**src/rtl/mux_n_pipe_if.sv**
```systemverilog
// Handshake bundle for mux_n_pipe: packed inputs and select on the
// accept side, registered word plus error flag on the output side.
interface mux_n_pipe_if #(
  parameter int WIDTH = 8,
  parameter int N     = 3
);
  localparam int SELW = $clog2(N);

  logic [N*WIDTH-1:0] d;
  logic [SELW-1:0]    s;
  logic               in_valid;
  logic               in_ready;
  logic [WIDTH-1:0]   y;
  logic               err;
  logic               out_valid;
  logic               out_ready;

  modport master (
    output d, s, in_valid, out_ready,
    input  in_ready, y, err, out_valid
  );

  modport slave (
    input  d, s, in_valid, out_ready,
    output in_ready, y, err, out_valid
  );
endinterface

```
**src/rtl/mux_n_pipe.sv**
```systemverilog
// N:1 select with a registered output word and a one-entry skid buffer.
// Out-of-range selects yield a zero word tagged with err.
module mux_n_pipe #(
  parameter int WIDTH = 8,
  parameter int N     = 3
) (
  input  logic         clk,
  input  logic         reset,
  mux_n_pipe_if.slave  bus
);
  localparam int SELW = $clog2(N);

  typedef enum logic [1:0] {
    EMPTY,
    ONE,
    FULL
  } state_e;

  typedef struct packed {
    logic [WIDTH-1:0] data;
    logic             err;
  } word_t;

  state_e state_q, state_d;
  word_t  or_q, or_d;
  word_t  sk_q, sk_d;
  word_t  word;
  logic   acc;
  logic   pop;

  // Unmatched selects (s >= N) fall through as the flagged zero word.
  always_comb begin
    word.data = '0;
    word.err  = 1'b1;
    for (int i = 0; i < N; i++) begin
      if (bus.s == SELW'(i)) begin
        word.data = bus.d[i*WIDTH +: WIDTH];
        word.err  = 1'b0;
      end
    end
  end

  assign bus.in_ready  = (state_q != FULL);
  assign bus.out_valid = (state_q != EMPTY);
  assign bus.y         = or_q.data;
  assign bus.err       = or_q.err;

  assign acc = bus.in_valid && bus.in_ready;
  assign pop = bus.out_valid && bus.out_ready;

  always_comb begin
    state_d = state_q;
    or_d    = or_q;
    sk_d    = sk_q;
    unique case (state_q)
      EMPTY: begin
        if (acc) begin
          or_d    = word;
          state_d = ONE;
        end
      end
      ONE: begin
        if (acc && pop) begin
          or_d = word;
        end else if (acc) begin
          sk_d    = word;
          state_d = FULL;
        end else if (pop) begin
          state_d = EMPTY;
        end
      end
      FULL: begin
        if (pop) begin
          or_d    = sk_q;
          sk_d    = '0;
          state_d = ONE;
        end
      end
      default: begin
        state_d = EMPTY;
      end
    endcase
  end

  always_ff @(posedge clk or posedge reset) begin
    if (reset) begin
      state_q <= EMPTY;
      or_q    <= '0;
      sk_q    <= '0;
    end else begin
      state_q <= state_d;
      or_q    <= or_d;
      sk_q    <= sk_d;
    end
  end
endmodule
```
**src/flat_wrapper.sv**
```systemverilog
// flat-port wrapper written by rule: the top's interface ports become plain ports
module mux_n_pipe_flat 
#(
  parameter int WIDTH = 8,
  parameter int N     = 3
)
  (clk, reset, bus_d, bus_s, bus_in_valid, bus_out_ready, bus_in_ready, bus_y, bus_err, bus_out_valid);
  mux_n_pipe_if #(.WIDTH(WIDTH), .N(N)) bus_i ();
  input  logic clk;
  input  logic reset;
  input wire logic [$bits(bus_i.d)-1:0] bus_d;
  input wire logic [$bits(bus_i.s)-1:0] bus_s;
  input wire logic [$bits(bus_i.in_valid)-1:0] bus_in_valid;
  input wire logic [$bits(bus_i.out_ready)-1:0] bus_out_ready;
  output wire logic [$bits(bus_i.in_ready)-1:0] bus_in_ready;
  output wire logic [$bits(bus_i.y)-1:0] bus_y;
  output wire logic [$bits(bus_i.err)-1:0] bus_err;
  output wire logic [$bits(bus_i.out_valid)-1:0] bus_out_valid;
  assign bus_i.d = bus_d;
  assign bus_i.s = bus_s;
  assign bus_i.in_valid = bus_in_valid;
  assign bus_i.out_ready = bus_out_ready;
  assign bus_in_ready = bus_i.in_ready;
  assign bus_y = bus_i.y;
  assign bus_err = bus_i.err;
  assign bus_out_valid = bus_i.out_valid;
  mux_n_pipe #(.WIDTH(WIDTH), .N(N)) u_core (.clk(clk), .reset(reset), .bus(bus_i));
endmodule
```
**config.mk**
```make
export PLATFORM = sky130hd
export DESIGN_NAME = mux_n_pipe_flat
export DESIGN_NICKNAME = d
export VERILOG_FILES = /design/src/rtl/mux_n_pipe_if.sv /design/src/rtl/mux_n_pipe.sv /design/src/flat_wrapper.sv
export SDC_FILE = /design/constraint.sdc
export NUM_CORES = 1
export LEC_CHECK = 0
export ABC_AREA = 1
export BUFFER_PORTS_ARGS = -buffer_cell sky130_fd_sc_hd__buf_2
export CORE_AREA = 5 5 69 71
export DETAILED_ROUTE_END_ITERATION = 8
export DIE_AREA = 0 0 74 76
export PLACE_DENSITY = 0.64
export SLEW_MARGIN = 20
export SYNTH_ARGS = -nofsm -noshare
export SYNTH_HDL_FRONTEND = slang
export SYNTH_SLANG_ARGS = --single-unit
```
**constraint.sdc**
```tcl
create_clock -name clk -period 2.7 [get_ports clk]
set_input_delay 0.54 -clock clk [delete_from_list [all_inputs] [get_ports clk]]
set_output_delay 0.54 -clock clk [all_outputs]
set_load 0.01 [all_outputs]
```
Word-level counts from Yosys, hierarchy flattened --
Cells that the tools add are included.
Storage, ports and cells: register bits 20, input bits 30
Operators by class: eq/ne operators 11, muxes and demuxes 16, reduce and logical (&&, ||, !) cells 11
Operators with widths (number):
- $mux 9 | 8
- $pmux 9 s3 | 1
- $pmux 9 s2 | 1
- $reduce_and 4->1 | 3
- $mux 2 | 5
- $ne 2x1->1 const B | 4
- $pmux 2 s3 | 1
- $eq 2x1->1 const B | 2
- $eq 2x2->1 const B | 2
- $logic_not 2->1 | 2
- $ne 2x2->1 const B | 2
- $reduce_bool 2->1 | 2
- $logic_and 1x1->1 | 3
- $ne 3x1->1 const B | 1
- $reduce_bool 3->1 | 1

Depth between registers and ports, before layout --
Gate-level depths: netlist (run 1).
word-level depth 7, depth in mapped cells 8, depth with buffers taken out 7

Least setup slack after synthesis (run 1) --
Ideal clock, no wire load.
path type reg-to-output, start point register u_core.state_q[0], end point output bus_in_ready, arrival time 0.825 ns, data required time 2.160 ns, path slack 1.335 ns, stages on the path, launching flop included 5, cell sequence dfrtp_1 > inv_2 > nand2_2 > buf_6 > buf_6
On the way: word-level cells in the longest chain between the ends 1
RTL lines:
- from (decl) | RTL line mux_n_pipe.sv:24 | state_e state_q, state_d;
- from (signal assigned) | RTL line mux_n_pipe.sv:91 | state_q <= state_d;
- $ne 2x2->1 | RTL line mux_n_pipe.sv:43 | assign bus.in_ready = (state_q != FULL);
- to (decl) | RTL line flat_wrapper.sv:15 | output wire logic [$bits(bus_i.in_ready)-1:0] bus_in_ready;
Every way passes these cells.

Final worst setup path (run 1) --
Ends and elaborated chain as after synthesis.

==> out/results.txt, run 1 <==
WS Path Type: reg2out
Met3 usage: 2.51%
Fmax: 555 MHz
Total number of vias: 1,134
Sinks on Clock Net: 20
Layout Cells excl Fill: 245
Met2 usage: 17.2%
Max-cap violations: 0
Slew Viols, Final: 0
CP Data Required Time: 2.16 ns
Buffer type at the clock tree root: clkbuf_8
First-pass DRT Iterations: 4
Global-route wire length before repair: 5110 microns
Drt wl/cell: 12.6 microns
Via density: 4.63
RSZ-0062 raised after global routing: no
Placed inst area: 1410 sq um
Maximum VDD drop: 0.310 mV
Total Routed Length: 3090 microns
Final period demand of the worst path: 1.80 ns
Critical Path Source Type: flip-flop
Net Count, Synth: 185
Post_cts resized: 0
Ys Warns: 0
Post-DP HPWL: 2430 microns
IO Count: 41
Vias in the first global route: 1,085
Slew margin rel.: 47.8%
Status: finished clean
Count of final hold-check violations: 0
Remaining global-route overflow: 0
FF+latch count, synth: 20
Die Footprint: 5620 sq um
Final #Nets: 225
Power Dens Cells: 804 nW/um^2
Row cnt: 24
Worst Max-Slew Pin Slew: 0.782 ns
Mean Syn Cell Area: 7.67 sq um
Die Y: 76 microns
P_leak: 0.741 nW
Placed Instances: 242
Setup Viol. Count Final: 0
Clock buffer depth: 2
Die W: 74 microns
Initial Utilization: 28.5%
Layout area overhead: 21.8%
Worst Hold Class: in2async
Crit. End Element: primary output
Post-route cell area: 1450 sq um
DRT antenna net count: 0
DRC Markers: 0
Post-Route Setup TNS: 0 ns
Grt met1 use: 16.6%
Crit-path max FO: 16
Ant. Diodes: 0
Register area share after synthesis: 42.1%
Synth unique cells: 17
Port bufs: 40
CTS tree: yes
Clk pin slew, worst setup/hold paths: 0.07 ns
Most Used Layer, Global Route: met2
Crit share post-route: 66.7%
Routability cong.: 0.887
CTS H-tree lvls: 1
Share of post-route cells with drive strength above 1: 31.1%
Synth Cell Area: 1190 sq um
Initial antenna violation count: 0
Core area: 4170 sq um
CP arrival: 1.26 ns
Post-CTS setup buffers: 0
Largest net degree at the start of global routing: 21
Clock latency on the worst-skew pair: 0.25 ns
Final Core Density: 34.7%
TritonCTS Buffers: 3
Cells after synthesis: 155
CTS hold repair buffers: 0
GRT Total Usage: 11.6%
DRT iter0 DRCs: 95
Worst Skew: 0.00253 ns
-- Yosys cell counts (all sizes together) --
cell	count	area share (%)
a21oi	11	4.6
buf	6	4.6
dfrtp	20	42
inv	18	5.9
nand2	27	11
nand3	33	14
nand4	1	0.53
nor2	27	8.5
o21ai	12	8.8
-- metrics by stage --
step | setup slack [ns] | hold WS [ns] | total power [mW]
2_1_floorplan | 1.34 | 0.488 | 0.840
3_3_place_gp | 1.11 | 0.464 | 0.985
3_5_place_dp | 1.05 | 0.469 | 0.993
4_1_cts | 0.904 | 0.459 | 1.19
5_1_grt | 0.818 | 0.508 | 1.27
6_report | 0.899 | 0.427 | 1.16
-- flip-flops by register name, summed over array words and instances (netlist names) --
register,count
u_core.sk_q,9
u_core.bus.y,8
u_core.state_q,2
u_core.bus.err,1
-- final cells by class --
class                   count  area (sq um)
inverters                  18          70.1
clock buffers               3          41.3
repair buffers             41           208
multi-input cells         111           563
flip-flops and latches     20           500
fillers                   442          2730
well taps                  52          65.1
-- placed cells by master, fill, tap and decap left out, types with 2 or more instances in the layout --
cell type and n:
dfrtp_1 20, nand2_2 2, o21ai_0 2, nor2_1 27, a21oi_1 11, inv_1 16
clkbuf_8 3, o21ai_2 9, buf_2 40, nand2_1 23, nand3_1 33
-- report_power, final --
group	switching (mW)	total [mW]	internal, mW
Sequential	0.0643	0.490	0.426
Combinational	0.296	0.486	0.190
Clock	0.0886	0.188	0.0990
-- worst paths after layout --
path                                                     from                           to  slack (ns)  depth (start not counted)
worst max-delay path            u_core.state_q[0]$_DFFE_PP0P_                 bus_in_ready        0.90                          3
worst min-delay path                                    reset  u_core.bus.y[5]$_DFFE_PP0P_        0.43                          2
worst max register to register  u_core.state_q[0]$_DFFE_PP0P_   u_core.sk_q[4]$_DFFE_PP0P_        1.13                          7
worst min register to register     u_core.bus.err$_DFFE_PP0P_   u_core.bus.err$_DFFE_PP0P_        0.48                          2
max in group asynchronous                               reset  u_core.bus.y[0]$_DFFE_PP0P_        1.79                          2
min in group clk                   u_core.bus.err$_DFFE_PP0P_   u_core.bus.err$_DFFE_PP0P_        0.48                          2
-- critical path: stages, from the launching register on --
cell,delay (ns)
dfrtp_1,0.45
inv_2,0.08
nand2_2,0.27
buf_2,0.21
-- cell families (layout without fill, tap and decap cells) --
kind of cell           count (synthesis)  in the layout  share of synthesized area (%)
AO/OA/AOI/OAI                         23             23                           13.5
buffers and inverters                 24             62                           10.5
flip-flops                            20             20                           42.1
AND/OR/NAND/NOR                       88             88                           33.9
-- per-layer routing --
layer / up-vias / wire length, microns
li1: 579 / -
met1: 517 / 1420
met2: 36 / 1390
met3: 2 / 252
met4: 0 / 23
met5: - / 0
Power figures use the tool's default switching activity.
==> run 2, diff against run 1 <==
clock period = 1.8 ns   (was 2.7 ns; I/O delays follow)
==> run 2 against run 1 <==
Combinational power up 52%. Power up 66%. Sequential power up 49%. Die area unchanged. Setup slack worse by 0.70 ns. Clock skew up 0.0053 ns. Critical path type unchanged. Clock power up 140%. Count of clock-buffer cells in the layout unchanged. Global-route usage up 0.43 points. Sequential share of layout area down 0.87 points.
==> out/results.txt, run 2 (synthesis gave the netlist of run 1 again) <==
Status: finished clean
Global-route wire length before repair: 5240 microns (+2.6%)
P_leak: 0.760 nW (+2.6%)
Buffer type at the clock tree root: clkbuf_8
Total number of vias: 1,180 (+4.1%)
Crit share post-route: 89.1%
Crit-path max FO: 13 (-3)
Maximum VDD drop: 0.653 mV (+110%)
CP arrival: 1.24 ns (-0.02 ns)
Final #Nets: 226 (+0.44%)
Post-Route Setup TNS: 0 ns (unchanged)
WS Path Type: reg2out
DRC Markers: 0 (unchanged)
Post-DP HPWL: 2380 microns (-2.0%)
Share of post-route cells with drive strength above 1: 31.8% (+0.71 points)
Clk pin slew, worst setup/hold paths: 0.08 ns (about the same)
Core area: 4170 sq um (unchanged)
Cell-internal power: 1.22 mW (+71%)
CTS tree: yes
TritonCTS Buffers: 3 (unchanged)
Routability cong.: 0.752 (-15%)
CP Cell Sequence: inv_2 -> nand2_2 -> buf_2
Count of final hold-check violations: 0 (unchanged)
CP Data Required Time: 1.44 ns (-0.72 ns)
Ant. Diodes: 0 (unchanged)
IO Count: 41 (unchanged)
CTS hold repair buffers: 0 (unchanged)
Sinks on Clock Net: 20 (unchanged)
DRT antenna net count: 0 (unchanged)
Slowest stage delay, CP: 0.45 ns (about the same)
CP max-delay cell: dfrtp_1
Max-cap violations: 0 (unchanged)
Fmax: 624 MHz
Post-CTS setup buffers: 0 (unchanged)
Critical Path Source Type: flip-flop
Drt wl/cell: 12.9 microns (+2.5%)
Slew margin rel.: 64.4% (+17 points)
Port bufs: 40 (unchanged)
Sequential power share: 37.9% (-4.2 points)
Clock Power Share: 23.8% (+7.7 points)
Most frequent cells in the layout: buf_2, nand3_1, nor2_1
Sw frac: 36.8% (-1.8 points)
Worst setup path start: u_core.state_q[0]$_DFFE_PP0P_
Max FFs per register: 9 (unchanged)
FF-to-FF Start: u_core.state_q[0]$_DFFE_PP0P_
Initial Utilization: 28.5% (unchanged)
P_sw: 0.711 mW (+58%)
Via density: 4.78 (+3.2%)
Worst Max-Slew Pin Slew: 0.532 ns (-0.250 ns)
First-pass DRT Iterations: 5 (+1)
RSZ-0062 raised after global routing: no
Power Dens Cells: 1300 nW/um^2 (+62%)
Worst Skew: 0.00787 ns (+0.00534 ns)
Remaining global-route overflow: 0 (unchanged)
Worst Hold Class: in2async
Setup Viol. Count Final: 0 (unchanged)
Crit. End Element: primary output
Clock latency on the worst-skew pair: 0.27 ns (+0.02 ns)
Clock buffer depth: 2 (unchanged)
Commonest non-fill, non-tap cell in the layout: buf_2
Die Footprint: 5620 sq um (unchanged)
Combinational share of power: 38.3% (-3.5 points)
Total Routed Length: 3190 microns (+3.3%)
Final Core Density: 35.6% (+0.90 points)
Layout area overhead: 24.9%
Largest net degree at the start of global routing: 21 (unchanged)
Final period demand of the worst path: 1.60 ns
Die Y: 76 microns (unchanged)
Die W: 74 microns (unchanged)
DRT iter0 DRCs: 93 (-2.1%)
Row cnt: 24 (unchanged)
CTS H-tree lvls: 1 (unchanged)
Initial antenna violation count: 0 (unchanged)
GRT Total Usage: 12.0% (+0.43 points)
Post_cts resized: 0 (unchanged)
Slew Viols, Final: 0 (unchanged)
Vias in the first global route: 1,084 (-0.092%)
Largest Register: u_core.sk_q
run 2: cell count changes in the layout (fill, tap and decap cells not counted), sizes merged:
cell / before / now
bufinv: 0 / 1
buf: 41 / 42
run 2: metal layers:
layer | global-route usage [%] | wire (microns) | vias up
met5 | 0 | 0 | -
met4 | 2.17 | 21 | 0
met3 | 3.96 | 334 | 4
met2 | 17.7 | 1440 | 50
met1 | 17.1 | 1390 | 543
li1 | - | - | 583
run 2: worst paths after layout:
kind,end,slack [ns],cells past startpoint
min in group clk,u_core.state_q[0]$_DFFE_PP0P_,0.40,3
setup reg to reg,u_core.sk_q[6]$_DFFE_PP0P_,0.23,7
hold reg to reg,u_core.bus.err$_DFFE_PP0P_,0.48,2
setup / recovery,bus_in_ready,0.20,3
max in group asynchronous,u_core.state_q[0]$_DFFE_PP0P_,1.47,3
hold / removal,u_core.bus.y[4]$_DFFE_PP0P_,0.10,3
run 2: worst max-delay path, delay by kind of cell (launching register included):
| kind | cells | cell delay [ns] |
|---|---|---|
| and+or+nand+nor | 1 | 0.25 |
| buffers and inverters | 2 | 0.27 |
| DFF | 1 | 0.45 |
run 2: stage by stage:
step,cells,total power [mW],cell area [sq um],setup WS (ns),hold slack [ns]
global placement,243,1.48,1410,0.273,0.410
CTS,247,1.96,1490,0.187,0.115
global route,247,2.09,1490,0.0993,0.135
detailed placement,243,1.49,1410,0.249,0.413
finish,247,1.93,1490,0.197,0.104
floorplan,155,1.26,1190,0.615,0.324
run 2: power groups by stage:
stage	logic (mW)	registers [mW]	clock network, mW
after floorplan	0.481	0.779	0
after global placement	0.739	0.737	0
after CTS	0.754	0.734	0.473
final	0.740	0.732	0.460
after detailed placement	0.753	0.740	0
after global routing	0.841	0.756	0.495
run 2: layout make-up:
| type | instances | area [sq um] |
|---|---|---|
| Timing Repair Buffer | 42 | 215 |
| Fill cell | 449 | 2690 |
| Clock inverter | 1 | 30.0 |
| Inverter | 18 | 70.1 |
| Tap cell | 52 | 65.1 |
| Sequential cell | 20 | 500 |
| Multi-Input combinational cell | 111 | 563 |
| Clock buffer | 3 | 41.3 |
==> run 3, diff against run 2 <==
clock period = 1.5 ns   (was 1.8 ns; I/O delays follow)
==> run 3 against run 2 <==
Global-route usage up 0.43 points. Count of clock-buffer cells in the layout rose by 1. Worst hold slack worse by 0.055 ns. Sequential share of layout area is 1.1 points lower. Critical path type unchanged. Largest cell class unchanged. Largest power group unchanged.
==> out/results.txt, run 3 (synthesis gave the netlist of run 1 again) <==
Status: finished clean
First-pass DRT Iterations: 4 (-1)
Die W: 74 microns (unchanged)
DRC Markers: 0 (unchanged)
Slew Viols, Final: 0 (unchanged)
Power Dens Cells: 1470 nW/um^2 (+13%)
Global-route wire length before repair: 5440 microns (+3.7%)
CP Cell Sequence: inv_4 -> nand2_4 -> buf_12 -> buf_2
Fillers: 442 (-1.6%)
Slew margin rel.: 60.8% (-3.6 points)
Top delay family on crit path: flip-flops
Post-DP HPWL: 2430 microns (+2.1%)
Max FFs per register: 9 (unchanged)
Share of post-route cells with drive strength above 1: 34.2% (+2.4 points)
IO Count: 41 (unchanged)
Largest net degree at the start of global routing: 29 (+38%)
Buffer type at the clock tree root: clkbuf_8
Remaining global-route overflow: 0 (unchanged)
Tot Pwr: 2.27 mW (+17%)
Clk pin slew, worst setup/hold paths: 0.08 ns (about the same)
Worst Skew: 0.00123 ns (-0.00665 ns)
CP max-delay cell: dfrtp_2
Maximum VDD drop: 0.548 mV (-16%)
Slowest stage delay, CP: 0.44 ns (about the same)
Critical Path Source Type: flip-flop
Worst slack, placed: 0.124 ns (-0.125 ns)
Worst Hold Class: in2async
Crit. End Element: primary output
Layout area overhead: 29.9%
Commonest non-fill, non-tap cell in the layout: buf_2
DRT iter0 DRCs: 102 (+9.7%)
Clock latency on the worst-skew pair: 0.26 ns (about the same)
Final #Nets: 230 (+1.8%)
Register area: 503 sq um (+0.50%)
Worst Max-Slew Pin Slew: 0.586 ns (+0.0545 ns)
CP arrival: 1.15 ns (-0.09 ns)
Area of the multi-input gates: 573 sq um (+1.8%)
Row cnt: 24 (unchanged)
CTS H-tree lvls: 1 (unchanged)
Die Footprint: 5620 sq um (unchanged)
WS Path Type: reg2out
Die Y: 76 microns (unchanged)
Sinks on Clock Net: 20 (unchanged)
Port bufs: 40 (unchanged)
Crit share post-route: 96.4%
GRT Total Usage: 12.4% (+0.43 points)
Largest Register: u_core.sk_q
TritonCTS Buffers: 3 (unchanged)
Crit-path max FO: 14 (+1)
Bufs and invs on worst path: 3 (+1)
Ant. Diodes: 0 (unchanged)
Post-Route Setup TNS: 0 ns (unchanged)
Fmax: 691 MHz
Initial Utilization: 28.5% (unchanged)
Final period demand of the worst path: 1.45 ns
Setup Viol. Count Final: 0 (unchanged)
Slack of the critical path: 0.0537 ns (-0.143 ns)
CTS tree: yes
CP Data Required Time: 1.20 ns (-0.24 ns)
Via density: 4.73 (-0.93%)
Total Routed Length: 3390 microns (+6.3%)
Vias in the first global route: 1,083 (-0.092%)
Count of final hold-check violations: 0 (unchanged)
P_leak: 0.793 nW (+4.4%)
Most frequent cells in the layout: buf_2, nand3_1, nor2_1
Max-cap violations: 0 (unchanged)
Core area: 4170 sq um (unchanged)
DRT antenna net count: 0 (unchanged)
Drt wl/cell: 13.5 microns (+4.6%)
Initial antenna violation count: 0 (unchanged)
Routability cong.: 0.778 (+3.5%)
Total number of vias: 1,188 (+0.68%)
Clock buffer depth: 2 (unchanged)
[run 3: cell count changes in the layout (fill, tap and decap cells not counted), sizes merged]
cell	change
clkbuf	+2
buf	+3
bufinv	-1
[run 3: where the power goes]
| group | total [mW] | switching [mW] | internal (mW) |
|---|---|---|---|
| Sequential | 0.887 | 0.118 | 0.769 |
| Clock | 0.417 | 0.183 | 0.234 |
| Combinational | 0.963 | 0.567 | 0.395 |
[run 3: through the flow]
stage,area (sq um),instances,hold slack (ns),utilization [%]
3_5_place_dp,1440,245,0.343,34.5
2_1_floorplan,1190,155,0.264,-
4_1_cts,1500,249,0.0565,35.9
6_report,1540,251,0.0491,37.0
5_1_grt,1540,251,0.0779,37.0
3_3_place_gp,1440,245,0.343,34.5
[run 3: timing repair]
action | in CTS | in global routing
buffers inserted | 0 | 1
endpoints found under the setup margin | 1 | 9
hold endpoints to repair | 0 | 0
gates resized for setup | 1 | 4
cloned | 0 | 1
hold buffers | 0 | 0
[run 3: path summary, 6_finish.rpt]
| kind | startpoint | endpoint | slack (ns) | cells past startpoint |
|---|---|---|---|---|
| max in group asynchronous | reset | u_core.state_q[1]$_DFFE_PP0P_ | 1.21 | 3 |
| max | u_core.state_q[0]$_DFFE_PP0P_ | bus_in_ready | 0.05 | 4 |
| min reg2reg | u_core.bus.err$_DFFE_PP0P_ | u_core.bus.err$_DFFE_PP0P_ | 0.48 | 2 |
| max reg2reg | u_core.state_q[0]$_DFFE_PP0P_ | u_core.bus.y[0]$_DFFE_PP0P_ | 0.21 | 6 |
| min in group clk | bus_in_valid | u_core.state_q[0]$_DFFE_PP0P_ | 0.34 | 3 |
| min | reset | u_core.bus.y[4]$_DFFE_PP0P_ | 0.05 | 3 |
[run 3: routing by layer]
metal,wire [microns],vias to the layer above,GRT usage [%]
li1,-,591,-
met1,1540,527,18.0
met2,1470,63,17.7
met3,319,7,2.90
met4,60,0,4.35
met5,0,-,0
[run 3: final cells by class]
| type | count | share of cell area, % |
|---|---|---|
| Tap cell | 52 | 4.21 |
| Sequential cell | 20 | 32.6 |
| Clock buffer | 4 | 3.57 |
| Timing Repair Buffer | 46 | 17.8 |
| Multi-Input combinational cell | 111 | 37.1 |
| Inverter | 18 | 4.70 |
[run 3: worst register-to-register path, delay by kind of cell, from the launching register on]
kind                   cells  cell delay, ns
and+or+nand+nor            2            0.16
buffers and inverters      2            0.28
DFF                        1            0.44
AOI/OAI and AO/OA          2            0.34
